### config.mk
export PLATFORM = sky130hd
export DESIGN_NAME = jtag_dr_engine
export DESIGN_NICKNAME = d
export VERILOG_FILES = /design/src/rtl/jtag_dr_engine.sv
export SDC_FILE = /design/constraint.sdc
export NUM_CORES = 1
export LEC_CHECK = 0
export CORE_UTILIZATION = 52
export DETAILED_ROUTE_END_ITERATION = 10
export PLACE_DENSITY = 0.82
export SYNTH_ARGS = -nofsm -noshare
export SYNTH_HDL_FRONTEND = slang
export SYNTH_SLANG_ARGS = --single-unit
### constraint.sdc
create_clock -name tck -period 3.25 [get_ports tck]
set_input_delay 0.325 -clock tck [delete_from_list [all_inputs] [get_ports tck]]
set_output_delay 0.325 -clock tck [all_outputs]
set_load 0.05 [all_outputs]
### src/rtl/jtag_dr_engine.sv
// jtag_dr_engine: TCK-domain DR back end; registered outputs, tdo is sr[0]; no backpressure, toggles signal requests.
// Latency: capture/shift/update each act on one tck posedge. Optional macro JTAG_ADDR_AUTOINC_EN adds post-access address increment.
// Backpressure: none; the system side must consume a toggle before the next update of the same kind.

`ifndef IR_LENGTH
`define IR_LENGTH 4
`endif
`ifndef IIDENT
`define IIDENT 4'h1
`endif
`ifndef IRADDR
`define IRADDR 4'h2
`endif
`ifndef IWADDR
`define IWADDR 4'h3
`endif
`ifndef IWDATA
`define IWDATA 4'h4
`endif
`ifndef IRDATA
`define IRDATA 4'h5
`endif

module jtag_dr_engine #(
    parameter int          IR_W   = `IR_LENGTH,
    parameter int          ADDR_W = 16,
    parameter int          DATA_W = 32,
    parameter logic [31:0] IDCODE = 32'h4A544731
) (
    input  logic              tck,
    input  logic              reset_n,
    input  logic              tdi,
    output logic              tdo,
    input  logic [IR_W-1:0]   ir,
    input  logic              capture_dr,
    input  logic              shift_dr,
    input  logic              update_dr,
    input  logic [DATA_W-1:0] rd_data,
    output logic [ADDR_W-1:0] rd_addr,
    output logic [ADDR_W-1:0] wr_addr,
    output logic [DATA_W-1:0] wr_data,
    output logic              wr_tog,
    output logic              rd_tog,
    output logic              len_err
);

    localparam int MAX_AD = (ADDR_W > DATA_W) ? ADDR_W : DATA_W;
    localparam int SR_W   = (MAX_AD > 32) ? MAX_AD : 32;
    localparam int CNT_W  = $clog2(SR_W + 2);

    localparam logic [IR_W-1:0] IR_IDENT = IR_W'(`IIDENT);
    localparam logic [IR_W-1:0] IR_RADDR = IR_W'(`IRADDR);
    localparam logic [IR_W-1:0] IR_WADDR = IR_W'(`IWADDR);
    localparam logic [IR_W-1:0] IR_WDATA = IR_W'(`IWDATA);
    localparam logic [IR_W-1:0] IR_RDATA = IR_W'(`IRDATA);

    logic [SR_W-1:0]  sr;
    logic [SR_W-1:0]  sr_up;
    logic [SR_W-1:0]  sr_shift;
    logic [SR_W-1:0]  cap_val;
    logic [CNT_W-1:0] cnt;
    logic [CNT_W-1:0] len;
    logic [CNT_W-1:0] len_m1;
    logic             upd_done;

    assign tdo = sr[0];

    always_comb begin
        len     = CNT_W'(1);
        cap_val = '0;
        case (ir)
            IR_IDENT: begin len = CNT_W'(32);     cap_val = SR_W'(IDCODE);  end
            IR_RADDR: begin len = CNT_W'(ADDR_W); cap_val = SR_W'(rd_addr); end
            IR_WADDR: begin len = CNT_W'(ADDR_W); cap_val = SR_W'(wr_addr); end
            IR_WDATA: begin len = CNT_W'(DATA_W); cap_val = SR_W'(wr_data); end
            IR_RDATA: begin len = CNT_W'(DATA_W); cap_val = SR_W'(rd_data); end
            default:  begin len = CNT_W'(1);      cap_val = '0;             end
        endcase
    end

    // Only the low L bits move; tdi enters at bit L-1 and bits above L are held.
    always_comb begin
        len_m1   = len - CNT_W'(1);
        sr_up    = sr >> 1;
        sr_shift = sr;
        for (int i = 0; i < SR_W; i++) begin
            if (CNT_W'(i) < len_m1)
                sr_shift[i] = sr_up[i];
            else if (CNT_W'(i) == len_m1)
                sr_shift[i] = tdi;
        end
    end

    always_ff @(posedge tck or negedge reset_n) begin
        if (!reset_n) begin
            sr       <= '0;
            cnt      <= '0;
            upd_done <= 1'b0;
            rd_addr  <= '0;
            wr_addr  <= '0;
            wr_data  <= '0;
            wr_tog   <= 1'b0;
            rd_tog   <= 1'b0;
            len_err  <= 1'b0;
        end else if (capture_dr) begin
            sr       <= cap_val;
            cnt      <= '0;
            upd_done <= 1'b0;
        end else if (shift_dr) begin
            sr <= sr_shift;
            if (cnt <= len)
                cnt <= cnt + CNT_W'(1);
        end else if (update_dr && !upd_done) begin
            // A held update acts once; only a new capture re-arms it.
            upd_done <= 1'b1;
            if (cnt != len) begin
                len_err <= 1'b1;
            end else begin
                case (ir)
                    IR_RADDR: begin
                        rd_addr <= sr[ADDR_W-1:0];
                        rd_tog  <= ~rd_tog;
                    end
                    IR_WADDR: wr_addr <= sr[ADDR_W-1:0];
                    IR_WDATA: begin
                        wr_data <= sr[DATA_W-1:0];
                        wr_tog  <= ~wr_tog;
`ifdef JTAG_ADDR_AUTOINC_EN
                        wr_addr <= wr_addr + ADDR_W'(1);
`endif
                    end
                    IR_RDATA: begin
                        rd_tog  <= ~rd_tog;
`ifdef JTAG_ADDR_AUTOINC_EN
                        rd_addr <= rd_addr + ADDR_W'(1);
`endif
                    end
                    default: ;
                endcase
            end
        end
    end

endmodule

# Word-level counts from Yosys, hierarchy flattened
# Index checks and enable logic that the tools add are counted.
# W data, S select, Z words.
# totals
input_bits	42
regBits	106
output_inout_bits	68
elab_cells	272
# op_classes
eq_ne	38
magnitude_cmp	33
n_reduce_logical	80
muxes	74
n_addsub	2
bitwise	5
# op_table
cell	count
$pmux W32 S5	1
$eq A5 B6 Y1 const A	16
$lt A5 B6 Y1 const A	16
$reduce_bool A3 Y1	32
$reduce_and A2 Y1	34
$mux W1	67
$mux W32	2
$eq A4 B6 Y1 const A	8
$lt A4 B6 Y1 const A	8
$eq A3 B6 Y1 const A	4
$lt A3 B6 Y1 const A	4
$reduce_and A5 Y1	4
$mux W6	3
$eq A2 B6 Y1 const A	2
$lt A1 B6 Y1 const A	2
$lt A2 B6 Y1 const A	2
$pmux W6 S2	1
$eq A4 B2 Y1 const B	2
$eq A4 B3 Y1 const B	2
$add A6 B1 Y6 const B	1
$eq A1 B6 Y1 const A	1
$le A6 B6 Y1	1
$logic_not A6 Y1	1
$ne A6 B6 Y1	1
10 further kinds	17

# Longest topological paths before layout
# logic_depth
word_depth	9
mapped_depth	12
mapped_depth_nobuf	9

# Least setup slack after synthesis
# Ideal clock, no wire load.
# synth_timing
path_type	input -> register
from	in ir[1]
to	reg wr_data[18]
stages	11
t_arrival_ps	3126
slack_ps	-1
setup_time_ps	125
path_buffers	3
cell_sequence	clkbuf_1 -> nor2_1 -> o21ai_0 -> ha_1 -> ha_1 -> or4b_4 -> nor3_4 -> and2_1 -> buf_6 -> buf_12 -> mux2_2
# synth_between
elab_chain_len	6
word_cells_on_any_way	11
classes_between	6 x eq/ne; 1 x mux; 1 x bitwise; 3 x reduce/logical
# synth_lines
element	line	text
from (decl)	34	input logic [IR_W-1:0] ir,
$eq A4 B3 Y1 (tied with other cells)	71	case (ir)
$reduce_or A3 Y1 (no line) / $reduce_or A2 Y1 (equally long branches)	--	
$pmux W6 S2	71	
$ne A6 B6 Y1	116	if (cnt != len) begin
$not A1 Y1 (no line)	--	
$reduce_and A5 Y1 (no line) *	--	
to (signal assigned)	126	wr_data <= sr[DATA_W-1:0];
to (decl)	41	output logic [DATA_W-1:0] wr_data,
# Every way passes the cells marked *; elsewhere a longest branch is shown, timed or not.
# A chain may end at the register's enable or synchronous reset.

# Worst setup path after layout
# layout_timing
from	in ir[1]
to	reg wr_addr[0]
# layout_between
elab_chain_len	6
word_cells_on_any_way	11
classes_between	6 x eq/ne; 1 x mux; 1 x bitwise; 3 x reduce/logical
# layout_lines
element	line	text
$eq A4 B3 Y1 (tied with other cells)	71	
$reduce_or A3 Y1 (no line) / $reduce_or A2 Y1 (equally long branches)	--	
$pmux W6 S2	71	
$ne A6 B6 Y1	116	
$not A1 Y1 (no line)	--	
$reduce_and A5 Y1 (no line) *	--	
to (signal assigned)	124	IR_WADDR: wr_addr <= sr[ADDR_W-1:0];
to (decl)	40	output logic [ADDR_W-1:0] wr_addr,
# Marked as above.

==> metrics.csv <==
stage,metric,value,unit
place,place.gp.congestion,0.863,
finish,antenna_cells,0,
floorplanning,die-area,10800,um^2
power,pwr-share-clk,0.248,
clock_tree,clock_path_buffers,2,
routing,postRouteAntennaNets,0,
clock_tree,cts_made_buffers,9,
logic_synthesis,ys_seq_area_frac,0.491,
logic_synthesis,ys_ff_latch,106,
finish,layout.cells.non_filler,724,
timing,setup_ws,285,ps
timing,worst_pin_slew,655,ps
power,pwr-share-comb,0.256,
clock_tree,cts_tree,built,
place,portBuffers,109,
timing,fmax,0.337,GHz
power,seqPwrFrac,0.496,
timing,finalCritPeriodShare,0.912,
logic_synthesis,ys_types,62,
routing,wl_per_cell,19.1,um
finish,nNetsFinal,637,
power,p_leak,3.11,nW
timing,hold_ws,276,ps
hold_path,hp-class,input port to asynchronous set/reset pin,
power,powerDensity,446,nW/um^2
setup_path,cp.arrival,3220,ps
finish,final_cell_mix,"106 x dfrtp_1, 106 x clkdlybuf4s50_1, 63 x mux2_2",
finish,areaGrowthSynthToFinish,26.9,%
power,netSwitchingPower,1.04,mW
finish,n_fill_cell,758,
clock_tree,clock_latency,370,ps
floorplanning,start_util,0.545,
floorplanning,rows,36,
setup_path,cp-start-kind,input port,
global_route,track_usage,0.264,
clock_tree,htreeDepth,3,
logic_synthesis,syn_inst,474,
logic_synthesis,synthesis.area,5400,um^2
clock_tree,clock-sinks,106,
global_route,overflow,0,
routing,post-route-drc-count,0,
logic_synthesis,ys_warn_count,0,
timing,slew_headroom,0.563,
logic_synthesis,syn_nets,524,
setup_path,cp_data_required_time,3510,ps
logic_synthesis,synth_async_sr_flop_share,1.00,
timing,rsz0062_at_grt,false,
global_route,antenna_found_initial,1,
clock_tree,ctsResizeCount,0,
routing,drt-initial-drc-count,280,
timing,slew_viol_final,0,
routing,num_vias,4277,
global_route,grt_pass1_wl,22700,um
power,intPower,2.01,mW
clock_tree,postCtsSetupBuffers,0,
run_status,outcome,"finished, final reports clean",
place,dpl.cell_count,708,
place,place_ws,-96.4,ps
routing,wirelength,13800,um
timing,setup_viol,0,
logic_synthesis,synth_area_per_cell,11.4,um^2
floorplanning,io-pin-count,110,
clock_tree,clkTransAtPathRegs,110,ps
timing,finalSetupTns,0,ps
global_route,grt_max_degree,105,
timing,hold_viol_final,0,
setup_path,worstSetupEndpointType,flip-flop,
power,sw_frac_of_total,0.341,
logic_synthesis,synth-edff-count,0,
floorplanning,die_y,104,um
logic_synthesis,ys.flop_type,dfrtp_1,
routing,dr.pass1.iters,4,
power,total_power,3.06,mW
power,vdd_drop_max,0.000297,V
finish,drive_above_1_share,0.196,
finish,regArea,2650,um^2
global_route,grt_pass1_vias,4403,
setup_path,worstPathMaxFanout,16,
setup_path,critPathKind,input port to flip-flop,
job,max_cap_viol_count,0,
timing,clock_skew,19.6,ps
floorplanning,die_w,104,um
routing,viasPerCell,5.91,
clock_tree,cts_hold_buf,1,
finish,multi_input_area,2490,um^2
floorplanning,core-area,9910,um^2
clock_tree,cts_root_buffer,clkbuf_8,
place,hpwl,9460,um
timing,fin_crit,2960,ps
==> power by group through the flow <==
stage               sequential (mW)  combinational [mW]  clock [mW]
floorplan                      1.73               0.275           0
global placement               1.53               0.760           0
detailed placement             1.54               0.779           0
CTS                            1.51               0.785       0.769
global route                   1.53               0.833       0.811
finish                         1.52               0.782       0.759
==> per-stage QoR <==
| stage | util | instance area, um^2 |
|---|---|---|
| floorplan | - | 5400 |
| global placement | 0.673 | 6670 |
| detailed placement | 0.673 | 6670 |
| CTS | 0.691 | 6850 |
| global route | 0.691 | 6850 |
| finish | 0.691 | 6850 |
==> Yosys cell counts, drive strengths merged (2+ instances only) <==
cell	instances	area, um^2
o21bai	3	22.5
nor4b	2	23.8
o21ai	23	115
or2	2	12.5
a21oi	31	155
a211oi	4	30.0
nand3b	2	15.0
o31ai	2	15.0
or3b	2	17.5
nand2	20	77.6
and2	4	25.0
mux2i	34	340
nor3b	3	22.5
mux2	64	721
o2111ai	5	43.8
a22oi	11	82.6
ha	8	100
a21o	7	52.6
a221oi	3	26.3
buf	13	131
or4	3	22.5
o22ai	8	50.1
o32ai	2	17.5
nand4	2	12.5
nor3	3	31.3
dfrtp	106	2650
nand2b	4	25.0
nor2	30	113
or3	2	12.5
nand3	6	42.5
or4b	2	23.8
nor2b	3	18.8
o22a	10	87.6
nor4bb	2	20.0
a31oi	2	12.5
clkbuf	20	75.1
inv	14	52.6
==> logic make-up (layout without fill, tap and decap cells) <==
group | after synthesis | in the layout | synth area share
buffers and inverters | 48 | 165 | 0.0487
xor gates and xnor gates | 2 | 2 | 0.00325
AOI/OAI and AO/OA | 118 | 118 | 0.143
DFF | 106 | 106 | 0.491
adders and majority gates | 8 | 8 | 0.0185
muxes | 98 | 98 | 0.197
and+or+nand+nor | 94 | 94 | 0.0983
==> area by class of cell <==
type,instances,share of cell area
clock buffers,9,0.0181
clock inverters,6,0.00730
inverters,15,0.00822
multi-input cells,320,0.363
flip-flops and latches,106,0.387
well taps,133,0.0243
repair buffers,135,0.192
==> critical path: stages <==
cell,delay [ps]
clkdlybuf4s50_1,500
or3b_1,390
ha_1,230
ha_1,270
or4b_4,480
nor3_4,190
buf_4,160
nand3_4,270
mux2_2,400
==> worst paths after layout <==
path,start,to,slack (ps),cells after the start
max,ir[1],wr_addr[0],290,9
min in group tck,capture_dr,len_err,380,3
min reg2reg,rd_tog,rd_tog,480,1
max in group asynchronous,reset_n,upd_done,2240,3
max reg2reg,cnt[0],wr_addr[0],860,7
min,reset_n,rd_addr[13],280,2
==> layer usage <==
metal,GRT usage,part of all wire
met2,0.432,0.50
met5,0,0.00072
met1,0.349,0.42
met4,0.0837,0.015
met3,0.0595,0.069
==> flip-flops by register name, summed over array words and instances (netlist names) <==
register / count
sr: 32
wr_data: 32
rd_addr: 16
wr_addr: 16
cnt: 6
len_err: 1
rd_tog: 1
upd_done: 1
wr_tog: 1
Power figures use the tool's default switching activity.
